<file path="config.mk">
export PLATFORM = sky130hd
export DESIGN_NAME = uart_rx_core_flat
export DESIGN_NICKNAME = d
export VERILOG_FILES = /design/src/rtl/uart_rx_core_if.sv /design/src/rtl/uart_rx_core.sv /design/src/flat_wrapper.sv
export SDC_FILE = /design/constraint.sdc
export NUM_CORES = 1
export LEC_CHECK = 0
export BUFFER_PORTS_ARGS = -buffer_cell sky130_fd_sc_hd__buf_4
export CORE_MARGIN = 5
export CORE_UTILIZATION = 50
export CTS_CLUSTER_SIZE = 30
export DETAILED_ROUTE_END_ITERATION = 8
export MAX_ROUTING_LAYER = met4
export PLACE_DENSITY = 0.73
export SLEW_MARGIN = 0
export SYNTH_ARGS = -nofsm -noshare
export SYNTH_HDL_FRONTEND = slang
export SYNTH_SLANG_ARGS = --single-unit
</file>
<file path="constraint.sdc">
create_clock -name CLK -period 1.73 [get_ports CLK]
set_input_delay 0 -clock CLK [delete_from_list [all_inputs] [get_ports CLK]]
set_output_delay 0 -clock CLK [all_outputs]
set_load 0.01 [all_outputs]
</file>
<file path="src/rtl/uart_rx_core_if.sv">
// Receive-side handshake bundle between the UART RX engine and its consumer.
// The engine drives the word, flags and Busy; the consumer drives Rx_Ready.
interface uart_rx_core_if #(
    parameter int DATA_BITS = 8
);
    logic [DATA_BITS-1:0] Rx_Data;
    logic                 Rx_Valid;
    logic                 Rx_Ready;
    logic                 Parity_Err;
    logic                 Frame_Err;
    logic                 Overrun_Err;
    logic                 Busy;

    modport master (
        output Rx_Data, Rx_Valid, Parity_Err, Frame_Err, Overrun_Err, Busy,
        input  Rx_Ready
    );

    modport slave (
        input  Rx_Data, Rx_Valid, Parity_Err, Frame_Err, Overrun_Err, Busy,
        output Rx_Ready
    );
endinterface

</file>
<file path="src/rtl/uart_rx_core.sv">
// UART receive engine: 2-FF line sync, start-edge detect, mid-bit sampling,
// configurable data/parity/stop framing and a valid/ready output with error flags.
module uart_rx_core #(
    parameter int BIT_CYCLES = 10417,
    parameter int DATA_BITS  = 8,
    parameter int PARITY     = 0,
    parameter int STOP_BITS  = 1
) (
    input  logic             CLK,
    input  logic             RST,
    input  logic             RX_Pin_In,
    uart_rx_core_if.master   rx
);
    localparam int            CW   = $clog2(BIT_CYCLES);
    localparam logic [CW-1:0] HALF = CW'(BIT_CYCLES / 2);
    localparam logic [CW-1:0] LAST = CW'(BIT_CYCLES - 1);

    typedef enum logic [2:0] {IDLE, START, DATA, PAR, STOP} state_t;

    state_t               state, state_nxt;
    logic                 s1, s2;
    logic [CW-1:0]        cnt;
    logic [3:0]           bit_idx;
    logic                 stop_idx;
    logic [DATA_BITS-1:0] sh;
    logic                 perr, ferr;
    logic                 fall, samp, bit_last, stop_last, done;

    assign fall = s2 & ~s1;

    always_ff @(posedge CLK) begin
        if (RST) state <= IDLE;
        else     state <= state_nxt;
    end

    always_comb begin
        state_nxt = state;
        case (state)
            IDLE:  if (fall) state_nxt = START;
            START: if (samp) state_nxt = s2 ? IDLE : DATA;
            DATA:  if (samp && bit_last) state_nxt = (PARITY != 0) ? PAR : STOP;
            PAR:   if (samp) state_nxt = STOP;
            STOP:  if (samp && stop_last) state_nxt = IDLE;
            default: state_nxt = IDLE;
        endcase
    end

    always_comb begin
        samp      = (cnt == HALF);
        bit_last  = (bit_idx == 4'(DATA_BITS - 1));
        stop_last = (stop_idx == 1'(STOP_BITS - 1));
        done      = (state == STOP) && samp && stop_last;
        rx.Busy   = (state != IDLE);
    end

    // The bit timer free-runs from START entry, so every later mid-bit sample
    // lands exactly BIT_CYCLES after the validated start sample.
    always_ff @(posedge CLK) begin
        if (RST) begin
            s1       <= 1'b1;
            s2       <= 1'b1;
            cnt      <= '0;
            bit_idx  <= '0;
            stop_idx <= 1'b0;
            sh       <= '0;
            perr     <= 1'b0;
            ferr     <= 1'b0;
        end else begin
            s1 <= RX_Pin_In;
            s2 <= s1;
            if (state == IDLE) begin
                cnt      <= '0;
                bit_idx  <= '0;
                stop_idx <= 1'b0;
                perr     <= 1'b0;
                ferr     <= 1'b0;
            end else begin
                cnt <= (cnt == LAST) ? '0 : cnt + 1'b1;
                if (samp) begin
                    case (state)
                        DATA: begin
                            sh      <= {s2, sh[DATA_BITS-1:1]};
                            bit_idx <= bit_idx + 4'd1;
                        end
                        PAR:  perr <= (PARITY == 1) ? ~(^sh ^ s2) : (^sh ^ s2);
                        STOP: begin
                            ferr     <= ferr | ~s2;
                            stop_idx <= stop_idx + 1'b1;
                        end
                        default: ;
                    endcase
                end
            end
        end
    end

    // An accept in the same cycle as a completion frees the slot, so it loads.
    always_ff @(posedge CLK) begin
        if (RST) begin
            rx.Rx_Data     <= '0;
            rx.Rx_Valid    <= 1'b0;
            rx.Parity_Err  <= 1'b0;
            rx.Frame_Err   <= 1'b0;
            rx.Overrun_Err <= 1'b0;
        end else begin
            rx.Overrun_Err <= 1'b0;
            if (done) begin
                if (!rx.Rx_Valid || rx.Rx_Ready) begin
                    rx.Rx_Data    <= sh;
                    rx.Rx_Valid   <= 1'b1;
                    rx.Parity_Err <= perr;
                    rx.Frame_Err  <= ferr | ~s2;
                end else begin
                    rx.Overrun_Err <= 1'b1;
                end
            end else if (rx.Rx_Valid && rx.Rx_Ready) begin
                rx.Rx_Valid <= 1'b0;
            end
        end
    end
endmodule

</file>
<file path="src/flat_wrapper.sv">
// flat-port wrapper written by rule: the top's interface ports become plain ports
module uart_rx_core_flat 
#(
    parameter int BIT_CYCLES = 10417,
    parameter int DATA_BITS  = 8,
    parameter int PARITY     = 0,
    parameter int STOP_BITS  = 1
)
  (CLK, RST, RX_Pin_In, rx_Rx_Data, rx_Rx_Valid, rx_Parity_Err, rx_Frame_Err, rx_Overrun_Err, rx_Busy, rx_Rx_Ready);
  uart_rx_core_if #(.DATA_BITS(DATA_BITS)) rx_i ();
  input  logic CLK;
  input  logic RST;
  input  logic RX_Pin_In;
  output wire logic [$bits(rx_i.Rx_Data)-1:0] rx_Rx_Data;
  output wire logic [$bits(rx_i.Rx_Valid)-1:0] rx_Rx_Valid;
  output wire logic [$bits(rx_i.Parity_Err)-1:0] rx_Parity_Err;
  output wire logic [$bits(rx_i.Frame_Err)-1:0] rx_Frame_Err;
  output wire logic [$bits(rx_i.Overrun_Err)-1:0] rx_Overrun_Err;
  output wire logic [$bits(rx_i.Busy)-1:0] rx_Busy;
  input wire logic [$bits(rx_i.Rx_Ready)-1:0] rx_Rx_Ready;
  assign rx_Rx_Data = rx_i.Rx_Data;
  assign rx_Rx_Valid = rx_i.Rx_Valid;
  assign rx_Parity_Err = rx_i.Parity_Err;
  assign rx_Frame_Err = rx_i.Frame_Err;
  assign rx_Overrun_Err = rx_i.Overrun_Err;
  assign rx_Busy = rx_i.Busy;
  assign rx_i.Rx_Ready = rx_Rx_Ready;
  uart_rx_core #(.BIT_CYCLES(BIT_CYCLES), .DATA_BITS(DATA_BITS), .PARITY(PARITY), .STOP_BITS(STOP_BITS)) u_core (.CLK(CLK), .RST(RST), .RX_Pin_In(RX_Pin_In), .rx(rx_i));
endmodule
</file>
==> results of run 1 <==
-- routing by layer --
metal	vias to the layer above	part of all wire
li1	789	-
met2	25	0.45
met3	7	0.040
met1	696	0.50
met4	0	0.015
met5	-	0
-- metrics by stage --
stage                     std cells  setup TNS, ns  area [um2]  worst slack [ns]
final                           299        -0.0271        2490           -0.0271
after global routing            299          -1.23        2490            -0.119
after CTS                       299        -0.0825        2470           -0.0405
after detailed placement        289         -0.541        2330           -0.0985
after global placement          289              0        2330           0.00196
after floorplan                 213              0        2030            0.0589
-- logic make-up (layout without fill, tap and decap cells) --
kind of cell             Yosys count  in the layout  synth area share
AO/OA/AOI/OAI                     19             19            0.0629
XOR/XNOR                          22             22             0.102
adder cells (fa/ha/maj)            3              3            0.0185
buffers and inverters             16             52            0.0388
flip-flops                        46             46             0.453
multiplexers                      11             11            0.0567
AND/OR/NAND/NOR                   96             96             0.268
-- worst max-delay path by stage --
stage                        startpoint  depth (start not counted)  slack [ns]                           endpoint
3_3_place_gp   u_core.cnt[0]$_SDFF_PP0_                          8       0.002  u_core.rx.Rx_Data[3]$_SDFFE_PP0P_
5_1_grt        u_core.cnt[0]$_SDFF_PP0_                          8       -0.12  u_core.rx.Rx_Data[0]$_SDFFE_PP0P_
3_5_place_dp   u_core.cnt[0]$_SDFF_PP0_                          8        -0.1  u_core.rx.Rx_Data[0]$_SDFFE_PP0P_
2_1_floorplan  u_core.cnt[0]$_SDFF_PP0_                          7        0.06       u_core.state[1]$_SDFFE_PP0P_
6_report       u_core.cnt[0]$_SDFF_PP0_                          7       -0.03       u_core.state[1]$_SDFFE_PP0P_
4_1_cts        u_core.cnt[0]$_SDFF_PP0_                          8       -0.04  u_core.rx.Rx_Data[0]$_SDFFE_PP0P_
-- placed cells by master, fill, tap and decap left out, types with 3 or more instances in the layout --
cell,Yosys,final
sky130_fd_sc_hd__nand2_1,17,17
sky130_fd_sc_hd__dfxtp_1,46,44
sky130_fd_sc_hd__nor2_1,28,28
sky130_fd_sc_hd__buf_4,2,34
sky130_fd_sc_hd__xor2_1,13,13
sky130_fd_sc_hd__inv_2,1,3
sky130_fd_sc_hd__xnor2_1,8,8
sky130_fd_sc_hd__a21oi_1,12,11
sky130_fd_sc_hd__nor2b_1,3,3
sky130_fd_sc_hd__clkbuf_8,0,5
sky130_fd_sc_hd__mux2i_1,10,10
sky130_fd_sc_hd__a21oi_2,2,3
sky130_fd_sc_hd__inv_1,5,3
sky130_fd_sc_hd__nand4_1,3,3
sky130_fd_sc_hd__nand3_1,18,18
-- repair_timing --
item                                   4_1_cts  5_1_grt
endpoints found under the hold margin        1        0
buffers inserted                             1        0
gates resized for setup                      2        8
setup endpoints to repair                   15       39
hold buffers                                 1        0
gates cloned                                 0        0
pin swaps                                    3        3
-- sequential cells by signal, summed over array words and instances, names as in the netlist, 3 cells and up --
signal             count
u_core.sh              8
u_core.bit_idx         4
u_core.cnt            14
u_core.rx.Rx_Data      8
u_core.state           3
-- critical path: stages (launching register included) --
cell                      delay [ns]
sky130_fd_sc_hd__dfxtp_2        0.33
sky130_fd_sc_hd__inv_2          0.06
sky130_fd_sc_hd__ha_4           0.12
sky130_fd_sc_hd__nor4b_4        0.29
sky130_fd_sc_hd__nand4_4        0.19
sky130_fd_sc_hd__o31ai_4        0.24
sky130_fd_sc_hd__nand3_2        0.12
sky130_fd_sc_hd__mux2_4         0.30
-- area by class of cell --
type | instances | area share
Multi-Input combinational cell | 151 | 0.424
Timing Repair Buffer | 38 | 0.127
Clock buffer | 6 | 0.0291
Inverter | 6 | 0.00905
Tap cell | 50 | 0.0251
Sequential cell | 46 | 0.371
Clock inverter | 2 | 0.0151
-- report_power, final --
| group | internal (W) | switching, W |
|---|---|---|
| Sequential | 0.00107 | 0.00000910 |
| Combinational | 0.0000601 | 0.0000685 |
| Clock | 0.000431 | 0.000353 |
| Total | 0.00156 | 0.000431 |
==> out/summary.md, run 1 <==
The tools report the library cell used as clock root buffer as sky130_fd_sc_hd__clkbuf_8. The worst setup path is launched from a register. The routed wirelength normalized by instance count works out to 12.6 um.

For the via count of the first global-routing pass, the log shows 1,372. The count of H-tree levels built during CTS was 2. The first-pass detailed-route iteration total is 4, and the total leakage power is 0.947 nW.

The worst hold path begins at RST. Clock skew on the completed layout was measured at 0.00710 ns. The logs give 550 uV for the worst vdd rail ir drop and -0.03 ns for the register-to-register setup slack. The later-pin clock latency in the skew report was 0.30 ns.

The share of synthesized flip-flops with an asynchronous set or reset was 0. Counting along the longest clock path gives a buffer depth of 2. The core region is 0.00397 mm2.

The tools report the number of antenna violations at the first check in global routing as 0. Data on the critical path arrives at its endpoint at 1.95 ns. The met3 global-route usage was 0.0369. In this run, CTS created clock tree buffers numbering 5. The total vias in the final route is 1,517, and the number of port buffers is 16. The global routing usage on met2 is 0.231.

The worst slew margin relative to its limit was 0.691. Final number of max-transition violations: 0. The effective utilization at floorplan is 0.511. At the pin with the least slew margin, the transition time is 0.461 ns.

Setup repair after global routing could not meet its margin everywhere. The filler cells instantiated in the layout total 347. In the routed design, unresolved DRC markers number 0. The flow ran to the end, but the final reports show violations. The share of post-route cells with drive strength above 1 came out at 0.277. Reg-to-reg critical path endpoint: u_core.state[1]$_SDFFE_PP0P_.

The count of endpoints failing hold in the final timing report is 0, and the number of placement rows is 23. The post-synthesis area per instance is 9.53 um2, and the die area is 0.00544 mm2. The wire-length estimate of the detail-placed layout is 2700 um. The biggest area contributor in the post-synthesis netlist is sky130_fd_sc_hd__dfxtp_1.

The x dimension of the die came out at 73.7 um. The largest driver fanout on the critical path was 4; the final-report setup violation count was 1. The global-route wire length before repair was 6470 um. The shortest period the worst path allows is 1.76 ns. The count of flip-flops with a built-in enable after synthesis is 0, and the worst-case reg-to-reg path depth is 7. Once detail routing completed, the nets flagged for antenna violations numbered 0.

The launch instance of the worst register-to-register path was u_core.cnt[0]$_SDFF_PP0_. The antenna diode instance count was 0; the synthesized cell area was 0.00203 mm2. The run gives 0.210 as the fraction of met1 tracks used by global routing. The growth of design area from synthesis to finish was 22.6%.

The worst hold path passes through 2 cells. The sequential share of the synthesized area is 0.453. Period utilization: 1.02. The commonest cells after synthesis are sky130_fd_sc_hd__dfxtp_1, sky130_fd_sc_hd__nor2_1, sky130_fd_sc_hd__nand3_1, sky130_fd_sc_hd__nand2_1, sky130_fd_sc_hd__xor2_1. The routed wire length was 3780 um. By area the synthesized netlist is led by sky130_fd_sc_hd__dfxtp_1, sky130_fd_sc_hd__xor2_1, sky130_fd_sc_hd__nor2_1, sky130_fd_sc_hd__mux2i_1, sky130_fd_sc_hd__nand3_1. After global routing the overflow that remains totals 0. For the synthesized netlist net count, the log shows 220. STA puts the critical path data required time at 1.93 ns. The path with the worst hold slack has its endpoint at u_core.rx.Rx_Valid$_SDFFE_PP0P_. The worst setup path is of the reg2reg kind.

Entering global routing, the biggest net connects 28 pins. The die is 73.7 um tall. The smallest hold slack came out at 0.0514 ns.

The total global-route track usage is 0.160, and the ratio of total power to cell area is 799 mW/mm2. The Yosys step of the flow raised 0 warnings. TritonCTS built the clock tree. The most frequent cell after synthesis was sky130_fd_sc_hd__dfxtp_1. The number of DRC markers in iteration 0 is 92, and the clock-pin slew reported for the worst setup and hold paths after clock tree synthesis is 0.09 ns.

The core occupancy in the finished layout was 0.627; the total of flip-flops plus latches after synthesis was 46. The tools report the count of different cell masters after synthesis as 44. The area fraction of the dominant cell type after synthesis came out at 0.453. The checks that failed: negative setup slack. In the final layout, flip-flops and latches occupy 923 um2. The total area of multi-input combinational cells is 0.00105 mm2. Derived from the worst setup path, the maximum achievable clock frequency is 0.569 GHz. The run gives 0.830 as the routability congestion estimate from global placement. The final layout contains 255 nets.

The tools report the total clock sinks as 46. The commonest register cell after synthesis is sky130_fd_sc_hd__dfxtp_1. The worst setup path is captured at a register. After global routing, the most crowded layer is met2. The class of the worst hold path was in2reg. Summing internal, switching and leakage power gives 0.00199 W. Counting every instance in the synthesized netlist gives 213. After detailed routing, the number of vias per cell comes to 5.07. The I/O pin total is 17.

The tools report the post-route worst setup slack as -0.0271 ns. The max-cap check violation count came out at 0.
(Power assumes the default switching activity.)
==> run 2, diff against run 1 <==
--- a/config.mk
+++ b/config.mk
@@ -8,6 +8,7 @@
 export BUFFER_PORTS_ARGS = -buffer_cell sky130_fd_sc_hd__buf_4
 export CORE_MARGIN = 5
 export CORE_UTILIZATION = 50
+export CTS_BUF_LIST = sky130_fd_sc_hd__clkbuf_2
 export CTS_CLUSTER_SIZE = 30
 export DETAILED_ROUTE_END_ITERATION = 8
 export MAX_ROUTING_LAYER = met4
==> run 2 against run 1 <==
Routed wire length rose by 4.6%. Critical path type unchanged. Sequential cell count unchanged. Register-to-register slack got worse by 0.08 ns. The run still ends with negative setup slack left. Critical path depth increased by 2.
==> out/summary.md, run 2 (same netlist as run 1, synthesis figures left out) <==
The ratio of total power to cell area was 708 mW/mm2 (-11%); the routed wirelength normalized by instance count was 13.0 um (+2.9%). The via-per-instance ratio was 5.13 (+1.1%); the instance count after placement with tap cells included was 289 (unchanged). The switching portion of total power came out at 0.236 (+0.0196). The tools report the placeable core area as 0.00397 mm2 (unchanged).

Shortest period the worst path allows: 1.84 ns (+0.0835 ns). Clock network power share: 0.328 (-0.066). The number of placement rows is 23 (unchanged). The run finished, with violations left. The height of the chip works out to 73.7 um (unchanged). The worst setup path is of the reg2reg kind. Total leakage power: 0.991 nW (+4.7%). The tools report the peak clock frequency supported by timing as 0.543 GHz (-4.5%). Setup repair after global routing could not meet its margin everywhere. The number of buffer and inverter instances along the worst setup path is 3 (+2). The tools report the share of power burned in combinational logic as 0.078 (+0.013). The final reports fail on negative setup slack. The tools report the signal arrival time at the worst endpoint as 2.18 ns (+0.23 ns).

The run gives 0 (unchanged) as the antenna diode instance count. The run gives 0.00233 mm2 (unchanged) as the placed cell area. Number of antenna-violating nets in the routed design: 0 (unchanged). The logs give 429 uV (-22%) for the worst vdd rail ir drop and 322 (-7.2%) for the fill cell instance count of the final layout. The proportion of power drawn by flip-flops and latches came out at 0.594 (+0.053).

The detailed-route DRC error count came out at 0 (unchanged). STA classifies the critical path endpoint as a register. Library cell used as clock root buffer: sky130_fd_sc_hd__clkbuf_2. The number of port buffers is 16 (unchanged), and the HPWL after detailed placement is 2700 um (unchanged). Share of post-route cells with drive strength above 1: 0.335 (+0.0575).

The power dissipated by switching net loads was 0.000430 W (about the same); the residual overflow from global routing was 0 (unchanged). The peak per-stage delay on the critical path was 0.37 ns (+0.04 ns). For the total vias in the final route, the log shows 1,559 (+2.8%). Routability congestion estimate from global placement: 0.830 (unchanged).

The run gives 0.00257 mm2 (+3.3%) as the area of all placed cells without fillers. The tools report the post-route worst setup slack as -0.111 ns (-0.0835 ns). The number of clock buffers inserted by TritonCTS was 5 (unchanged); the total global-route track usage was 0.157 (-0.00379).

The worst setup path is launched from a register. The actual transition at the worst max-transition pin came out at 0.458 ns (-0.00311 ns). The via count of the first global-routing pass was 1,349 (-1.7%). Top register by number of flip-flops: u_core.cnt.

The largest registers in the layout are u_core.cnt: 14 flops, u_core.rx.Rx_Data: 8 flops, u_core.sh: 8 flops. For the final net count, the log shows 260 (+2.0%). The max-cap check violation count is 0 (unchanged), and the number of buffers on the longest clock path is 2 (unchanged). The tools report the number of DRC markers in iteration 0 as 78 (-15%).

Leaving out fill and tap cells, the most frequent cell in the layout is sky130_fd_sc_hd__dfxtp_1. The count of H-tree levels built during CTS came out at 2 (unchanged). The final-report setup violation count is 10 (+9), and the count of endpoints failing hold in the final timing report is 0 (unchanged).

Among all stages on the critical path, the largest delay is contributed by sky130_fd_sc_hd__dfxtp_2. The run gives 0.43 ns (+0.13 ns) as the later-pin clock latency in the skew report. The flip-flop count of the largest register after layout is 14 (unchanged). In the layout the commonest cells are sky130_fd_sc_hd__dfxtp_1, sky130_fd_sc_hd__buf_4, sky130_fd_sc_hd__nor2_1.

The x dimension of the die works out to 73.7 um (unchanged). The largest driver fanout on the critical path is 6 (+2). The final cell count without fillers was 304 (+1.7%). The growth of design area from synthesis to finish is 26.7%.

The routed wire length came out at 3960 um (+4.6%). The logs give 17 (unchanged) for the I/O pin total and 46 (unchanged) for the total clock sinks. The global-route wire length before repair came out at 6460 um (-0.11%). Clock-pin slew reported for the worst setup and hold paths after clock tree synthesis: 0.22 ns (+0.13 ns). The setup clock skew after layout was 0.0214 ns (+0.0143 ns). The run gives 0.00139 W (-11%) as the total internal power. Largest net degree at the start of global routing: 28 (unchanged). The sum of internal, switching and leakage power was 0.00182 W (-8.4%); the worst slew margin relative to its limit was 0.693 (+0.00208). The die area is 0.00544 mm2 (unchanged), and the final number of max-transition violations is 0 (unchanged).

The period utilization was 1.06 (+0.0483). The signal on the critical path passes through inv_2, ha_4, nor4b_4, buf_4, and4_4, buf_6, nand3_2, xor2_1, nor2_1. The core occupancy in the finished layout is 0.648 (+0.0208). Cell family with the largest share of critical-path delay: simple AND/OR/NAND/NOR gates.

For the first-pass detailed-route iteration total, the log shows 4 (unchanged). The run gives 2.07 ns (+0.14 ns) as the data required time at the worst endpoint. Effective utilization at floorplan: 0.511 (unchanged). The class of the worst hold path is in2reg. The run gives 0 (unchanged) as the number of antenna violations at the first check in global routing.

TritonCTS built the clock tree.
run 2: cell types whose count changed in the layout (fill, tap and decap cells not counted), moves of 3 or more:
cell,previous run,this run
sky130_fd_sc_hd__a21oi_1,11,7
sky130_fd_sc_hd__a21oi_2,3,7
sky130_fd_sc_hd__buf_6,1,5
sky130_fd_sc_hd__clkbuf_2,0,6
sky130_fd_sc_hd__clkbuf_8,5,0
sky130_fd_sc_hd__dlygate4sd3_1,1,4
sky130_fd_sc_hd__nand3_1,18,12
sky130_fd_sc_hd__nand3_2,1,7
run 2: worst min-delay path, cell delays in order:
cell	delay (ns)
sky130_fd_sc_hd__dlygate4sd3_1	0.52
sky130_fd_sc_hd__buf_4	0.09
sky130_fd_sc_hd__nand2b_1	0.18
sky130_fd_sc_hd__nor3_2	0.06
run 2: layout make-up:
cell class                 instances  area (um2)  share of cell area
clock buffer                       6        30.0              0.0117
clock inverter                     2        37.5              0.0146
inverter                           6        22.5             0.00875
multi-input combinational        151        1120               0.435
sequential                        46         923               0.359
tap                               50        62.6              0.0243
timing repair buffer              43         377               0.146
run 2: timing repair:
item / CTS / global route
pin swaps: 3 / 14
endpoints found under the hold margin: 24 / 0
setup endpoints to repair: 18 / 43
resized for setup: 2 / 28
setup buffers: 1 / 2
hold buffers: 4 / 0
run 2: path summary, 6_finish.rpt:
| kind | cells past startpoint | end | slack (ns) | startpoint |
|---|---|---|---|---|
| worst max-delay path | 9 | u_core.bit_idx[2]$_SDFFE_PP0P_ | -0.11 | u_core.cnt[1]$_SDFF_PP0_ |
| worst min register to register | 2 | u_core.bit_idx[1]$_SDFFE_PP0P_ | 0.49 | u_core.bit_idx[1]$_SDFFE_PP0P_ |
| worst min-delay path | 4 | u_core.rx.Overrun_Err$_SDFF_PP0_ | 0.45 | rx_Rx_Ready |
| worst max register to register | 9 | u_core.bit_idx[2]$_SDFFE_PP0P_ | -0.11 | u_core.cnt[1]$_SDFF_PP0_ |
run 2: layer usage:
| layer | wire length (um) | vias to the layer above | global-route usage |
|---|---|---|---|
| met2 | 1820 | 27 | 0.226 |
| met3 | 175 | 5 | 0.0410 |
| li1 | - | 801 | - |
| met1 | 1920 | 726 | 0.213 |
| met4 | 48 | 0 | 0.0483 |
| met5 | 0 | - | - |
run 2: power groups by stage:
stage | Combinational, W | Sequential [W] | Clock [W]
2_1_floorplan | 0.0000769 | 0.00110 | 0
3_3_place_gp | 0.000117 | 0.00110 | 0
3_5_place_dp | 0.000117 | 0.00110 | 0
4_1_cts | 0.000128 | 0.00108 | 0.000613
5_1_grt | 0.000157 | 0.00108 | 0.000654
6_report | 0.000143 | 0.00108 | 0.000597
run 2: through the flow:
step	setup WS, ns	hold slack [ns]	TNS, ns
2_1_floorplan	0.0589	0.104	0
3_3_place_gp	0.00196	0.190	0
3_5_place_dp	-0.0985	0.190	-0.541
4_1_cts	-0.0395	0.423	-0.102
5_1_grt	-0.200	0.441	-3.42
6_report	-0.111	0.450	-0.449
==> run 3, diff against run 2 <==
--- a/config.mk
+++ b/config.mk
@@ -5,6 +5,7 @@
 export SDC_FILE = /design/constraint.sdc
 export NUM_CORES = 1
 export LEC_CHECK = 0
+export ABC_AREA = 1
 export BUFFER_PORTS_ARGS = -buffer_cell sky130_fd_sc_hd__buf_4
 export CORE_MARGIN = 5
 export CORE_UTILIZATION = 50
==> run 3 against run 2 <==
The flow now finishes without violations. Die area rose by 13%. Clock skew rose by 0.013 ns. Cell area rose by 6.0%. Power rose by 25%. Fmax rose by 15%. First-iteration DRC count rose by 33%. Sequential cell count did not move. Clock-buffer cell count did not move. Sequential share of layout area fell by 2.0 points. Non-clock buffer count fell by 11. Critical path type unchanged. Largest cell class unchanged.
==> out/summary.md, run 3 <==
The run finished with clean final reports. The setup clock skew after layout was 0.0343 ns (+0.0129 ns). The tools report the launch instance of the worst register-to-register path as u_core.cnt[0]$_SDFF_PP0_.

The growth of design area from synthesis to finish is 16.1%, and the count of endpoints failing hold in the final timing report is 0 (unchanged). For the proportion of power drawn by flip-flops and latches, the log shows 0.494 (-0.100). Total global-route track usage: 0.166 (+0.00899).

The largest driver fanout on the critical path works out to 5 (-1). Die area: 0.00617 mm2 (+13%). The shortest period the worst path allows came out at 1.60 ns (-0.239 ns).

The tools report the global-route wire length before repair as 8130 um (+26%). The tools report the fill cell instance count of the final layout as 428 (+33%). The worst hold path begins at RST. The largest net degree at the start of global routing was 22 (-21%).

The number of instances in the synthesized netlist is 316 (+48%), and the synthesized cell area is 0.00235 mm2 (+16%). The run gives 0 (unchanged) as the max-cap check violation count. In the post-synthesis netlist, the biggest area contributors are sky130_fd_sc_hd__dfxtp_1, sky130_fd_sc_hd__nand2_1, sky130_fd_sc_hd__inv_1, sky130_fd_sc_hd__nor2_1, sky130_fd_sc_hd__o21ai_0.

The first-pass detailed-route iteration total was 4 (unchanged). The share of post-route cells with drive strength above 1 came out at 0.204 (-0.131). The power dissipated by switching net loads came out at 0.000716 W (+66%). The clock-pin slew reported for the worst setup and hold paths after clock tree synthesis was 0.24 ns (+0.02 ns). The placeable core area was 0.00463 mm2 (+17%); the total vias in the final route was 2,049 (+31%). The smallest hold slack was 0.332 ns (-0.118 ns). For the post-route setup TNS, the log shows 0 ns (+0.449 ns). Warning count from the yosys run: 0 (unchanged).

The number of buffer and inverter instances along the worst setup path is 3 (unchanged). The clock network power share was 0.262 (-0.066). For the peak clock frequency supported by timing, the log shows 0.624 GHz (+15%). The critical path goes through inv_1, ha_1, inv_1, nor2_2, nand2_2, nor2_4, buf_4, nand4_2, nor3_1, nor2_1. The library cells used most frequently in the layout, excluding fill and tap cells, are sky130_fd_sc_hd__nand2_1, sky130_fd_sc_hd__dfxtp_1, sky130_fd_sc_hd__inv_1.

The I/O pin total was 17 (unchanged). The signal arrival time at the worst endpoint was 1.94 ns (-0.24 ns). The number of buffers on the longest clock path was 2 (unchanged). The switching portion of total power works out to 0.315 (+0.0788). The detailed-route DRC error count is 0 (unchanged).

Number of clock buffers inserted by TritonCTS: 5 (unchanged). Largest area contributor in the netlist: sky130_fd_sc_hd__dfxtp_1. For the total leakage power, the log shows 1.11 nW (+12%). Counting instances in the post-synthesis netlist gives the leading cell types as sky130_fd_sc_hd__dfxtp_1, sky130_fd_sc_hd__nand2_1, sky130_fd_sc_hd__inv_1, sky130_fd_sc_hd__nor2_1, sky130_fd_sc_hd__o21ai_0.

The worst hold path belongs to the class in2reg. Cell with the biggest individual delay on the critical path: sky130_fd_sc_hd__dfxtp_2. Top register by number of flip-flops: u_core.cnt. Tracing the worst setup path back leads to its startpoint at u_core.cnt[0]$_SDFF_PP0_.

The effective utilization at floorplan is 0.507 (-0.00405). The tools report the synthesized netlist net count as 323 (+47%). The final-report setup violation count is 0 (-10), and the total clock sinks is 46 (unchanged).

The startpoint-to-endpoint class of the critical path is reg2reg. The tree is rooted in a sky130_fd_sc_hd__clkbuf_2. Data required time at the worst endpoint: 2.07 ns (about the same).

For the residual overflow from global routing, the log shows 0 (unchanged). The via-per-instance ratio is 5.10 (-0.61%). Number of placement rows: 25 (+8.7%). The via count of the first global-routing pass was 1,902 (+41%).

The area fraction of the dominant cell type after synthesis works out to 0.392 (-0.0614). Worst slew margin relative to its limit: 0.606 (-0.0874). The commonest non-fill, non-tap cell in the layout is sky130_fd_sc_hd__nand2_1.

The routed wire length is 4720 um (+19%). The placed cell area was 0.00253 mm2 (+8.5%). Sequential share of the synthesized area: 0.392 (-0.0614). Actual transition at the worst max-transition pin: 0.589 ns (+0.131 ns). The number of antenna violations at the first check in global routing is 0 (unchanged), and the later-pin clock latency in the skew report is 0.42 ns (about the same).

The ratio of total power to cell area was 833 mW/mm2 (+18%); the x dimension of the die was 78.5 um (+6.5%). Final net count: 354 (+36%). The height of the chip is 78.5 um (+6.5%). The run gives 0.00273 mm2 (+6.0%) as the area of all placed cells without fillers.

Count of different cell masters after synthesis: 32 (-27%). The tools report the routability congestion estimate from global placement as 0.818 (-1.4%). The final number of max-transition violations is 0 (unchanged), and the count of flip-flops with a built-in enable after synthesis is 0 (unchanged).

The commonest register cell after synthesis is sky130_fd_sc_hd__dfxtp_1. The share of synthesized flip-flops with an asynchronous set or reset works out to 0 (unchanged). Post-synthesis area per instance: 7.43 um2 (-22%). The period utilization is 0.926 (-0.138), and the total internal power is 0.00156 W (+12%). The peak per-stage delay on the critical path is 0.37 ns (about the same), and the flip-flop count of the largest register after layout is 14 (unchanged). For the number of antenna-violating nets in the routed design, the log shows 0 (unchanged). TritonCTS built the clock tree. The endpoint class of the critical path was a register. Routed wirelength normalized by instance count: 11.7 um (-9.8%). The total of flip-flops plus latches after synthesis is 46 (unchanged), and the HPWL after detailed placement is 3370 um (+25%). The number of DRC markers in iteration 0 is 104 (+33%). The number of port buffers is 16 (unchanged).

In the final layout, the registers with the most flip-flops are u_core.cnt: 14 flops, u_core.rx.Rx_Data: 8 flops, u_core.sh: 8 flops. The antenna diode instance count was 0 (unchanged); the count of H-tree levels built during CTS was 2 (unchanged). The worst setup path is launched from a register.

By instance count, the cell type seen most on the critical path is sky130_fd_sc_hd__inv_1. The share of power burned in combinational logic came out at 0.244 (+0.166). The cell family with the largest share of critical-path delay was simple AND/OR/NAND/NOR gates. The tools report the worst vdd rail ir drop as 621 uV (+45%).
run 3: repair_timing:
item	4_1_cts	5_1_grt
setup buffers	0	5
hold endpoints to repair	13	0
endpoints found under the setup margin	0	11
hold buffers	4	0
resized for setup	0	6
run 3: kinds of logic (layout without fill, tap and decap cells):
family	after synthesis	count (layout)	synth area share
adder cells (fa/ha/maj)	3	3	0.0160
AND/OR/NAND/NOR	151	153	0.333
AO/OA/AOI/OAI	47	47	0.112
flip-flops	46	46	0.392
XOR/XNOR	13	13	0.0485
buffers and inverters	56	86	0.0986
run 3: stage by stage:
stage / setup slack [ns] / cells / utilization / total power [W]
floorplan: 0.250 / 316 / - / 0.00153
global placement: 0.119 / 383 / 0.546 / 0.00167
detailed placement: 0.0671 / 383 / 0.546 / 0.00168
CTS: 0.0381 / 395 / 0.570 / 0.00229
global route: -0.0156 / 402 / 0.589 / 0.00241
finish: 0.129 / 402 / 0.589 / 0.00227
run 3: worst paths after layout:
path / end / slack (ns) / cells past startpoint
hold / removal: u_core.state[2]$_SDFFE_PP0P_ / 0.33 / 3
setup reg to reg: u_core.rx.Parity_Err$_SDFFE_PP0P_ / 0.13 / 10
hold reg to reg: u_core.s2$_SDFF_PP1_ / 0.46 / 2
setup / recovery: u_core.rx.Parity_Err$_SDFFE_PP0P_ / 0.13 / 10
run 3: worst register-to-register path, stage by stage (launching register included):
cell and delay, ns:
sky130_fd_sc_hd__dfxtp_2 0.37, sky130_fd_sc_hd__inv_1 0.05, sky130_fd_sc_hd__ha_1 0.16, sky130_fd_sc_hd__inv_1 0.05
sky130_fd_sc_hd__nor2_2 0.11, sky130_fd_sc_hd__nand2_2 0.08, sky130_fd_sc_hd__nor2_4 0.16, sky130_fd_sc_hd__buf_4 0.14
sky130_fd_sc_hd__nand4_2 0.17, sky130_fd_sc_hd__nor3_1 0.19, sky130_fd_sc_hd__nor2_1 0.07
run 3: layout make-up:
type | instances | area, um2 | share of cell area
Multi-Input combinational cell | 216 | 1230 | 0.452
Clock inverter | 2 | 37.5 | 0.0138
Tap cell | 54 | 67.6 | 0.0248
Sequential cell | 46 | 923 | 0.339
Inverter | 46 | 173 | 0.0633
Clock buffer | 6 | 30.0 | 0.0110
Timing Repair Buffer | 32 | 263 | 0.0964
run 3: metal layers:
metal | vias to the layer above | GRT usage | routed length [um] | share of wire
met4 | 0 | 0.0524 | 43 | 0.0091
met3 | 4 | 0.0390 | 168 | 0.036
met2 | 32 | 0.281 | 2300 | 0.49
met1 | 937 | 0.193 | 2210 | 0.47
met5 | - | - | 0 | 0
li1 | 1076 | - | - | -
run 3: power groups by stage:
stage          registers [W]  logic [W]  clock network [W]
5_1_grt              0.00113   0.000625           0.000654
3_5_place_dp         0.00114   0.000538                  0
6_report             0.00112   0.000554           0.000596
3_3_place_gp         0.00114   0.000531                  0
2_1_floorplan        0.00114   0.000390                  0
4_1_cts              0.00112   0.000546           0.000618
